--- src/rtl/load_use_stall_unit.sv ---
// rtl/load_use_stall_unit.sv - load-use RAW hazard stall unit
//
// Purpose:
//   Sits between the IF/ID and ID/RF pipeline registers. When the instruction
//   in IF/ID consumes the destination of a valid load that is currently in
//   ID/RF, the unit holds PC and IF/ID for LOAD_LAT cycles and injects
//   bubbles into ID/RF. A flush aborts a stall immediately. Stalled cycles
//   are counted in a saturating statistics counter.
//
// Ports:
//   clock           in   rising-edge clock
//   reset           in   asynchronous active-low reset
//   IF_ID_src1      in   source 1 register index of the IF/ID instruction
//   IF_ID_src2      in   source 2 register index of the IF/ID instruction
//   IF_ID_opcode    in   opcode of the IF/ID instruction
//   ID_RF_dest      in   destination register index of the ID/RF instruction
//   ID_RF_opcode    in   opcode of the ID/RF instruction
//   Valid_out_ID_RF in   ID/RF entry valid
//   flush           in   branch/redirect flush, aborts any stall
//   mux_enable      out  0 = select bubble into ID/RF
//   valid_in        out  0 = write valid=0 into ID/RF
//   enable          out  0 = hold PC and IF/ID
//   stall_active    out  1 while stalling
//   hazard_src      out  {src2 hit, src1 hit}, only in the detect cycle
//   stall_count     out  saturating count of stalled cycles

module load_use_stall_unit #(
  parameter int unsigned            REG_W       = 3,
  parameter int unsigned            OP_W        = 4,
  parameter logic [OP_W-1:0]        OPC_LW      = 4'b0100,
  parameter logic [2**OP_W-1:0]     SRC1_MASK   = 16'h0107,
  parameter logic [2**OP_W-1:0]     SRC2_MASK   = 16'h0107,
  parameter int unsigned            LOAD_LAT    = 1,
  parameter int unsigned            ZERO_REG_EN = 0,
  parameter int unsigned            CNT_W       = 16
) (
  input  logic             clock,
  input  logic             reset,
  input  logic [REG_W-1:0] IF_ID_src1,
  input  logic [REG_W-1:0] IF_ID_src2,
  input  logic [OP_W-1:0]  IF_ID_opcode,
  input  logic [REG_W-1:0] ID_RF_dest,
  input  logic [OP_W-1:0]  ID_RF_opcode,
  input  logic             Valid_out_ID_RF,
  input  logic             flush,
  output logic             mux_enable,
  output logic             valid_in,
  output logic             enable,
  output logic             stall_active,
  output logic [1:0]       hazard_src,
  output logic [CNT_W-1:0] stall_count
);

  if (LOAD_LAT < 1 || LOAD_LAT > 7) begin : g_bad_load_lat
    $error("load_use_stall_unit: LOAD_LAT must be within 1..7");
  end

  // Cycles remaining after the detect cycle; only meaningful when LOAD_LAT > 1.
  localparam logic [2:0] LAT_M1     = 3'(LOAD_LAT - 1);
  localparam bit         MULTI_LAT  = (LOAD_LAT > 1);
  localparam bit         ZERO_SUPPR = (ZERO_REG_EN != 0);

  typedef enum logic {
    IDLE  = 1'b0,
    STALL = 1'b1
  } state_t;

  state_t     state;
  state_t     state_nxt;
  logic [2:0] cnt;
  logic [2:0] cnt_nxt;

  logic dest_ok;
  logic hit1;
  logic hit2;
  logic load_in_rf;
  logic hazard;
  logic stall;

  // Hazard detection. Reset gates the hazard so the outputs go inactive the
  // instant reset is asserted, without waiting for the state register.
  always_comb begin
    dest_ok    = ZERO_SUPPR ? (ID_RF_dest != '0) : 1'b1;
    hit1       = (IF_ID_src1 == ID_RF_dest) && SRC1_MASK[IF_ID_opcode] && dest_ok;
    hit2       = (IF_ID_src2 == ID_RF_dest) && SRC2_MASK[IF_ID_opcode] && dest_ok;
    load_in_rf = (ID_RF_opcode == OPC_LW) && Valid_out_ID_RF;
    hazard     = reset && load_in_rf && (hit1 || hit2) && !flush && (state == IDLE);
  end

  // Next-state logic. A single-cycle latency never leaves IDLE: the bubble
  // written into ID/RF during the detect cycle removes the load, so the
  // following cycle cannot re-hit on the same instruction pair.
  always_comb begin
    state_nxt = state;
    cnt_nxt   = cnt;
    stall     = 1'b0;
    case (state)
      IDLE: begin
        stall = hazard;
        if (hazard && MULTI_LAT) begin
          state_nxt = STALL;
          cnt_nxt   = LAT_M1;
        end
      end
      STALL: begin
        stall = !flush;
        if (flush || (cnt == 3'd1)) begin
          state_nxt = IDLE;
          cnt_nxt   = 3'd0;
        end else begin
          cnt_nxt = cnt - 3'd1;
        end
      end
      default: begin
        state_nxt = IDLE;
        cnt_nxt   = 3'd0;
      end
    endcase
    if (!reset) begin
      stall = 1'b0;
    end
  end

  always_ff @(posedge clock or negedge reset) begin
    if (!reset) begin
      state <= IDLE;
      cnt   <= 3'd0;
    end else begin
      state <= state_nxt;
      cnt   <= cnt_nxt;
    end
  end

  // Statistics counter saturates at all-ones so long runs never wrap to zero.
  always_ff @(posedge clock or negedge reset) begin
    if (!reset) begin
      stall_count <= '0;
    end else if (stall && (stall_count != '1)) begin
      stall_count <= stall_count + CNT_W'(1);
    end
  end

  always_comb begin
    mux_enable   = !stall;
    valid_in     = !stall;
    enable       = !stall;
    stall_active = stall;
    hazard_src   = hazard ? {hit2, hit1} : 2'b00;
  end

endmodule

--- config.mk ---
export PLATFORM = sky130hd
export DESIGN_NAME = load_use_stall_unit
export DESIGN_NICKNAME = d
export VERILOG_FILES = /design/src/rtl/load_use_stall_unit.sv
export SDC_FILE = /design/constraint.sdc
export NUM_CORES = 1
export LEC_CHECK = 0
export BUFFER_PORTS_ARGS = -buffer_cell sky130_fd_sc_hd__buf_4
export CAP_MARGIN = 25
export CORE_MARGIN = 5
export CORE_UTILIZATION = 35
export DETAILED_ROUTE_END_ITERATION = 8
export PLACE_DENSITY = 0.64
export RECOVER_POWER = 100
export SLEW_MARGIN = 15
export SYNTH_ARGS = -nofsm -noshare
export SYNTH_HDL_FRONTEND = slang
export SYNTH_SLANG_ARGS = --single-unit
--- constraint.sdc ---
create_clock -name clock -period 4.7 [get_ports clock]
set_input_delay 1.41 -clock clock [delete_from_list [all_inputs] [get_ports clock]]
set_output_delay 1.41 -clock clock [all_outputs]
set_load 0.02 [all_outputs]
* After elaboration in Yosys (flattened, before gate mapping)
Memories as Yosys holds them, arrays and structs flattened.
Cells that the tools add are included.
W data, S select, Z words.
** Storage, ports and cells
- Register bits :: 20
- ROM bits :: 16
- Logic and storage cells :: 32
- Memories :: 1
** Cells by class
- $add $sub $neg :: 2
- Magnitude comparators :: 1
- Eq/ne operators :: 5
- Multiplexer cells :: 7
- Bitwise operators :: 1
- Reductions and logical operators :: 12
** Memory list
- (name not given) :: words 16, width 1, rd ports 1, clocked after memory_dff 0, wr ports 0, line 85 : hit2 = (IF_ID_src2 == ID_RF_dest) && SRC2_MASK[IF_ID_opcode] && dest_ok;
** Operators by type and width (number)
- $add A16 B1 Y16 const B :: 1
- $ne A16 B16 Y1 const B :: 1
- $logic_and A1 B1 Y1 :: 8
- $eq A3 B3 Y1 :: 2
- $lt A4 B5 Y1 const B :: 1
- $eq A4 B3 Y1 const B :: 1
- $mux W1 :: 4
- $eq A3 B1 Y1 const B :: 1
- $mux W3 :: 1
- $sub A3 B1 Y3 const B :: 1
- $logic_not A1 Y1 :: 2
- $logic_or A1 B1 Y1 :: 2
- $mux W2 :: 1
- $pmux W1 S2 :: 1
- $not A1 Y1 :: 1

* Depth between registers and ports, before layout
Gate-level depths: netlist (run 1).
- Word-level depth :: 10
- Mapped depth :: 8
- Mapped depth without buffers :: 7

* Least setup slack after synthesis (run 1)
No wires, ideal clock.
- Path type :: input to output
- From :: input port ID_RF_opcode[1]
- To :: output port mux_enable
- Data arrival time :: 2591 ps
- Path slack :: 699 ps
- Cell stages on the path :: 5
- Cell sequence :: nor4b_2 -> nand4_1 -> o21ai_2 -> inv_1 -> buf_4
** Between the ends
- Longest elaborated chain between the ends :: 9
** Ends and longest elaborated chain
- from (decl) :: line 43 : input logic [OP_W-1:0] ID_RF_opcode,
- $eq A4 B3 Y1 :: line 86 : load_in_rf = (ID_RF_opcode == OPC_LW) && Valid_out_ID_RF;
- $logic_and A1 B1 Y1 :: line 86
- $logic_and A1 B1 Y1 (4 in a row) :: line 87 : hazard = reset && load_in_rf && (hit1 || hit2) && !flush && (state == IDLE);
- $pmux W1 S2 :: line 97 : case (state)
- $mux W1 :: line 119 : if (!reset) begin
- named net stall_active :: line 49 : output logic stall_active,
- $logic_not A1 Y1
- to (decl) :: line 46 : output logic mux_enable,
The timed path passes the listed nets, and every way through them passes these cells.

* Worst setup path in the final report (run 1)
- From :: input port reset
- To :: output port valid_in
** Between the ends
- Longest elaborated chain between the ends :: 7
** Ends and longest elaborated chain
- from (decl) :: line 38 : input logic reset,
- $logic_and A1 B1 Y1 (4 in a row) :: line 87
- $pmux W1 S2 :: line 97
- $mux W1 * :: line 119
- $logic_not A1 Y1 * :: line 145 : valid_in = !stall;
- to (decl) :: line 47 : output logic valid_in,
Every way passes the cells marked *; elsewhere a longest branch is shown, timed or not.

==> impl_metrics.json, run 1 <==
{
  "layout_commonest_cell": "clkbuf_1",
  "path_cells": "buf_4 -> and4bb_1 -> nand4_1 -> o21ai_0 -> inv_1 -> clkbuf_1",
  "async_reset_ff_frac": 1.00,
  "max_freq_ghz": 0.238,
  "ff2ff_path_depth": 7,
  "synth.area.top_cells": "dfrtp_1 45%, xnor2_1 7.8%, xor2_1 7.0%",
  "antenna_found_initial": 0,
  "period_share": 0.895,
  "cts_sinks": 20,
  "die_w_um": 66.6,
  "critical_path.slowest_cell": "o21ai_0",
  "grt_first_pass_wirelength_um": 4240,
  "outcome": "complete, no violations",
  "core_area_um2": 3050,
  "hold_depth": 1,
  "drive_above_1_share": 0.184,
  "num_rows": 20,
  "path_clk_slew_ns": 0.10,
  "wl_per_cell_um": 12.8,
  "gp_congestion": 0.752,
  "critPathRequiredTime_ns": 3.29,
  "initial_core_util": 0.367,
  "finalCriticalPeriod_ns": 4.21,
  "synth_top_area_share": 0.447,
  "die-area_um2": 4430,
  "place_area_um2": 1460,
  "synth_top_area_cell": "dfrtp_1",
  "grt_max_degree": 24,
  "synth_flop_cell": "dfrtp_1",
  "hold_slack_ns": 0.500,
  "die_y_um": 66.6,
  "stdcell_area_um2": 1390,
  "io_pins": 43,
  "numCtsBuffers": 3,
  "mostFrequentLayoutCells": "21 x clkbuf_1, 20 x dfrtp_1, 20 x buf_4",
  "dpl.hpwl_um": 2070,
  "final_cells": 196,
  "nets": 178,
  "cts_setup_buffers": 0,
  "peakVddDrop_mv": 0.143,
  "cts_hold_buf": 0,
  "wirelength_um": 2510,
  "holdCritPathClass": "reg -> reg",
  "power_uw": 275,
  "tns_ns": 0,
  "ys_ff_latch": 20,
  "crit_path_start_kind": "input pin",
  "p_per_area_nw_per_um2": 198,
  "maxCapViolations": 0,
  "firstDrtPassIters": 4,
  "drt_iter0_markers": 49,
  "holdCritStartpoint": "cnt[2]$_DFFE_PN0P_",
  "drv_slew": 0,
  "antenna_left": 0,
  "slew_headroom": 0.634,
  "critPathMaxFanout": 23,
  "first_global_vias": 939,
  "ctsResizeCount": 0,
  "p_leak_nw": 0.674,
  "tightest_slew_ns": 0.548,
  "r2r_start": "stall_count[0]$_DFFE_PN0P_",
  "synth_area_per_cell_um2": 10.2,
  "fillers": 338,
  "seq_area_frac_synth": 0.447,
  "placedCellCount": 193,
  "ys_types": 28,
  "end_kind": "primary output",
  "synth_nets": 134,
  "port_buffers": 42,
  "gr-total-overflow": 0,
  "drt-vias-per-instance": 4.70,
  "vias": 922,
  "rsz0062_at_grt": "no",
  "synthesis.area_um2": 1120,
  "crit_type": "in -> out",
  "clockBufferDepth": 2,
  "setup_violations": 0,
  "diodes": 0,
  "min_to": "cnt[2]$_DFFE_PN0P_",
  "slowest_delay_ns": 0.42,
  "synth-edff-count": 0,
  "synth_warnings": 0,
  "synth_cells": 110,
  "final_hold_viol_count": 0,
  "grt_usage": 0.123,
  "arrival_ns": 2.80,
  "cts_root_buf": "clkbuf_4",
  "rr_endpoint": "stall_count[15]$_DFFE_PN0P_",
  "clock_skew_ns": 0.00468,
  "tritoncts": "built",
  "htreeDepth": 1,
  "rrSetupSlack_ns": 2.30,
  "layout-area-overhead-vs-synth_pct": 24.5,
  "clk_latency_ns": 0.28,
  "drc": 0
}
## metrics by stage
stage          setup WS [ns]  utilization
4_1_cts                0.635        0.487
3_5_place_dp           0.645        0.480
6_report               0.495        0.457
3_3_place_gp           0.718        0.480
5_1_grt                0.318        0.457
2_1_floorplan          0.699            -
## report_power, final
group	total, mW	switching (mW)	internal [mW]
clock network	0.0750	0.0453	0.0297
registers	0.173	0.000465	0.172
logic	0.0278	0.0123	0.0155
## metal layers
layer	wire length, um	GRT usage
met5	0	0
met4	34	0.0457
met3	103	0.0185
met2	1340	0.226
met1	1030	0.143
## worst max-delay path by stage
stage,from,to,slack (ns),depth (start not counted)
final,reset,valid_in,0.49,6
after CTS,reset,mux_enable,0.63,6
after global placement,reset,mux_enable,0.72,6
after detailed placement,reset,mux_enable,0.64,6
after global routing,reset,mux_enable,0.32,6
after floorplan,ID_RF_opcode[1],mux_enable,0.70,5
## state kept, by name, indices dropped and copies added (netlist names)
name / count
stall_count: 16
state: 1
cnt: 3
## cell type report
class / count / area, um2 / share of cell area
multi-input cells: 80 / 553 / 0.397
flip-flops and latches: 20 / 500 / 0.359
clock buffers: 3 / 22.5 / 0.0162
repair buffers: 42 / 236 / 0.170
well taps: 44 / 55.1 / 0.0395
inverters: 7 / 26.3 / 0.0189
## kinds of logic after synthesis
logic type	after synthesis	synth area share
fa+ha+maj	3	0.0335
buf+inv	10	0.0469
compound gates	7	0.0503
flops	20	0.447
mux	3	0.0279
xor+xnor	19	0.149
simple gates	48	0.246
## synthesized netlist by cell type (2+ instances only)
library cell / number
and4_4: 2
xor2_1: 9
buf_4: 2
and2_1: 2
and3_1: 4
xnor2_1: 10
nor2_1: 6
ha_1: 3
nand2b_1: 2
nand2_1: 12
mux2i_1: 2
dfrtp_1: 20
o21ai_0: 3
nor3_1: 2
nand3_1: 6
inv_1: 7
nand4_1: 7
## worst max-delay path: cells and delay by family
| kind | cells | cell delay [ns] |
|---|---|---|
| buffers and inverters | 3 | 0.58 |
| AO/OA/AOI/OAI | 1 | 0.42 |
| AND/OR/NAND/NOR | 2 | 0.38 |
Power figures use the tool's default switching activity.
==> run 2, diff against run 1 <==
--- a/config.mk
+++ b/config.mk
@@ -5,11 +5,12 @@
 export SDC_FILE = /design/constraint.sdc
 export NUM_CORES = 1
 export LEC_CHECK = 0
-export BUFFER_PORTS_ARGS = -buffer_cell sky130_fd_sc_hd__buf_4
+export BUFFER_PORTS_ARGS = -buffer_cell sky130_fd_sc_hd__buf_2
 export CAP_MARGIN = 25
 export CORE_MARGIN = 5
 export CORE_UTILIZATION = 35
 export DETAILED_ROUTE_END_ITERATION = 8
+export GPL_TIMING_DRIVEN = 0
 export PLACE_DENSITY = 0.64
 export RECOVER_POWER = 100
 export SLEW_MARGIN = 15
==> impl_metrics.json, run 2 (synthesis gave the netlist of run 1 again) <==
{
  "outcome": "complete, no violations",
  "tns_ns": 0,
  "path_clk_slew_ns": 0.10,
  "rsz0062_at_grt": "no",
  "numCtsBuffers": 3,
  "crit_path_start_kind": "input pin",
  "vias": 932,
  "num_rows": 20,
  "cts_root_buf": "clkbuf_4",
  "mostFrequentLayoutCells": "23 x clkbuf_1, 20 x dfrtp_1, 20 x buf_2",
  "layout_commonest_cell": "clkbuf_1",
  "end_kind": "primary output",
  "gp_congestion": 0.767,
  "antenna_found_initial": 0,
  "antenna_left": 0,
  "crit_type": "in -> out",
  "wirelength_um": 2400,
  "die-area_um2": 4430,
  "final_hold_viol_count": 0,
  "port_buffers": 42,
  "place_area_um2": 1390,
  "stdcell_area_um2": 1360,
  "diodes": 0,
  "grt_first_pass_wirelength_um": 4190,
  "first_global_vias": 969,
  "holdCritPathClass": "reg -> reg",
  "initial_core_util": 0.367,
  "period_share": 0.909,
  "htreeDepth": 1,
  "p_per_area_nw_per_um2": 200,
  "tightest_slew_ns": 0.486,
  "cts_hold_buf": 0,
  "drt-vias-per-instance": 4.68,
  "clockBufferDepth": 2,
  "grt_max_degree": 24,
  "nets": 181,
  "firstDrtPassIters": 4,
  "clock_skew_ns": 0.00104,
  "die_y_um": 66.6,
  "finalCriticalPeriod_ns": 4.27,
  "dpl.hpwl_um": 1940,
  "tritoncts": "built",
  "gr-total-overflow": 0,
  "grt_usage": 0.122,
  "drv_slew": 0,
  "ctsResizeCount": 0,
  "regMostFlops": "stall_count",
  "layout-area-overhead-vs-synth_pct": 21.7,
  "die_w_um": 66.6,
  "max_freq_ghz": 0.234,
  "cts_sinks": 20,
  "largestRegisters": "stall_count x16, cnt x3, state x1",
  "maxCapViolations": 0,
  "arrival_ns": 2.86,
  "critPathRequiredTime_ns": 3.29,
  "drc": 0,
  "cts_setup_buffers": 0,
  "drt_iter0_markers": 39,
  "hold_slack_ns": 0.489,
  "peakVddDrop_mv": 0.0750,
  "wl_per_cell_um": 12.1,
  "p_leak_nw": 0.664,
  "slew_headroom": 0.676,
  "core_area_um2": 3050,
  "critPathMaxFanout": 23,
  "largest_reg_flops": 16,
  "clk_latency_ns": 0.29,
  "io_pins": 43,
  "setup_violations": 0,
  "drive_above_1_share": 0.194
}
-- run 2: per-stage QoR --
step / instances / setup WS [ns] / total power [mW] / utilization
6_report: 199 / 0.430 / 0.273 / 0.446
4_1_cts: 199 / 0.367 / 0.277 / 0.461
2_1_floorplan: 110 / 0.699 / 0.185 / -
3_5_place_dp: 196 / 0.368 / 0.200 / 0.454
5_1_grt: 199 / 0.200 / 0.286 / 0.446
3_3_place_gp: 196 / 0.364 / 0.199 / 0.454
-- run 2: metal layers --
metal | GRT usage | routed length (um) | up-vias
met3 | 0.0169 | 102 | 2
met5 | 0 | 0 | -
met2 | 0.215 | 1280 | 14
met4 | 0.0609 | 40 | 0
met1 | 0.144 | 982 | 448
li1 | - | - | 468
-- run 2: power breakdown --
group | switching, mW | internal [mW]
Sequential | 0.000443 | 0.172
Clock | 0.0478 | 0.0298
Combinational | 0.0120 | 0.0109
-- run 2: final timing paths --
| kind | start | end | slack, ns | cells past startpoint |
|---|---|---|---|---|
| worst max-delay path | reset | valid_in | 0.43 | 7 |
| worst min-delay path | cnt[2]$_DFFE_PN0P_ | cnt[2]$_DFFE_PN0P_ | 0.49 | 1 |
| worst max register to register | stall_count[0]$_DFFE_PN0P_ | stall_count[9]$_DFFE_PN0P_ | 2.43 | 8 |
| worst min register to register | cnt[2]$_DFFE_PN0P_ | cnt[2]$_DFFE_PN0P_ | 0.49 | 1 |
| max in group asynchronous | reset | stall_count[6]$_DFFE_PN0P_ | 3.30 | 1 |
| min in group asynchronous | reset | cnt[1]$_DFFE_PN0P_ | 1.07 | 1 |
-- run 2: area by class of cell --
type                    instances  area [um2]
clock buffers                   3        22.5
multi-input cells              80         557
inverters                       7        26.3
fillers                       341        1690
flip-flops and latches         20         500
repair buffers                 42         183
plain buffers                   3        18.8
well taps                      44        55.1
-- run 2: worst max-delay path, cell delays in order --
cell      delay, ns
buf_2          0.40
and4bb_1       0.25
nand4_1        0.15
o21ai_2        0.25
inv_1          0.09
buf_4          0.13
clkbuf_1       0.16
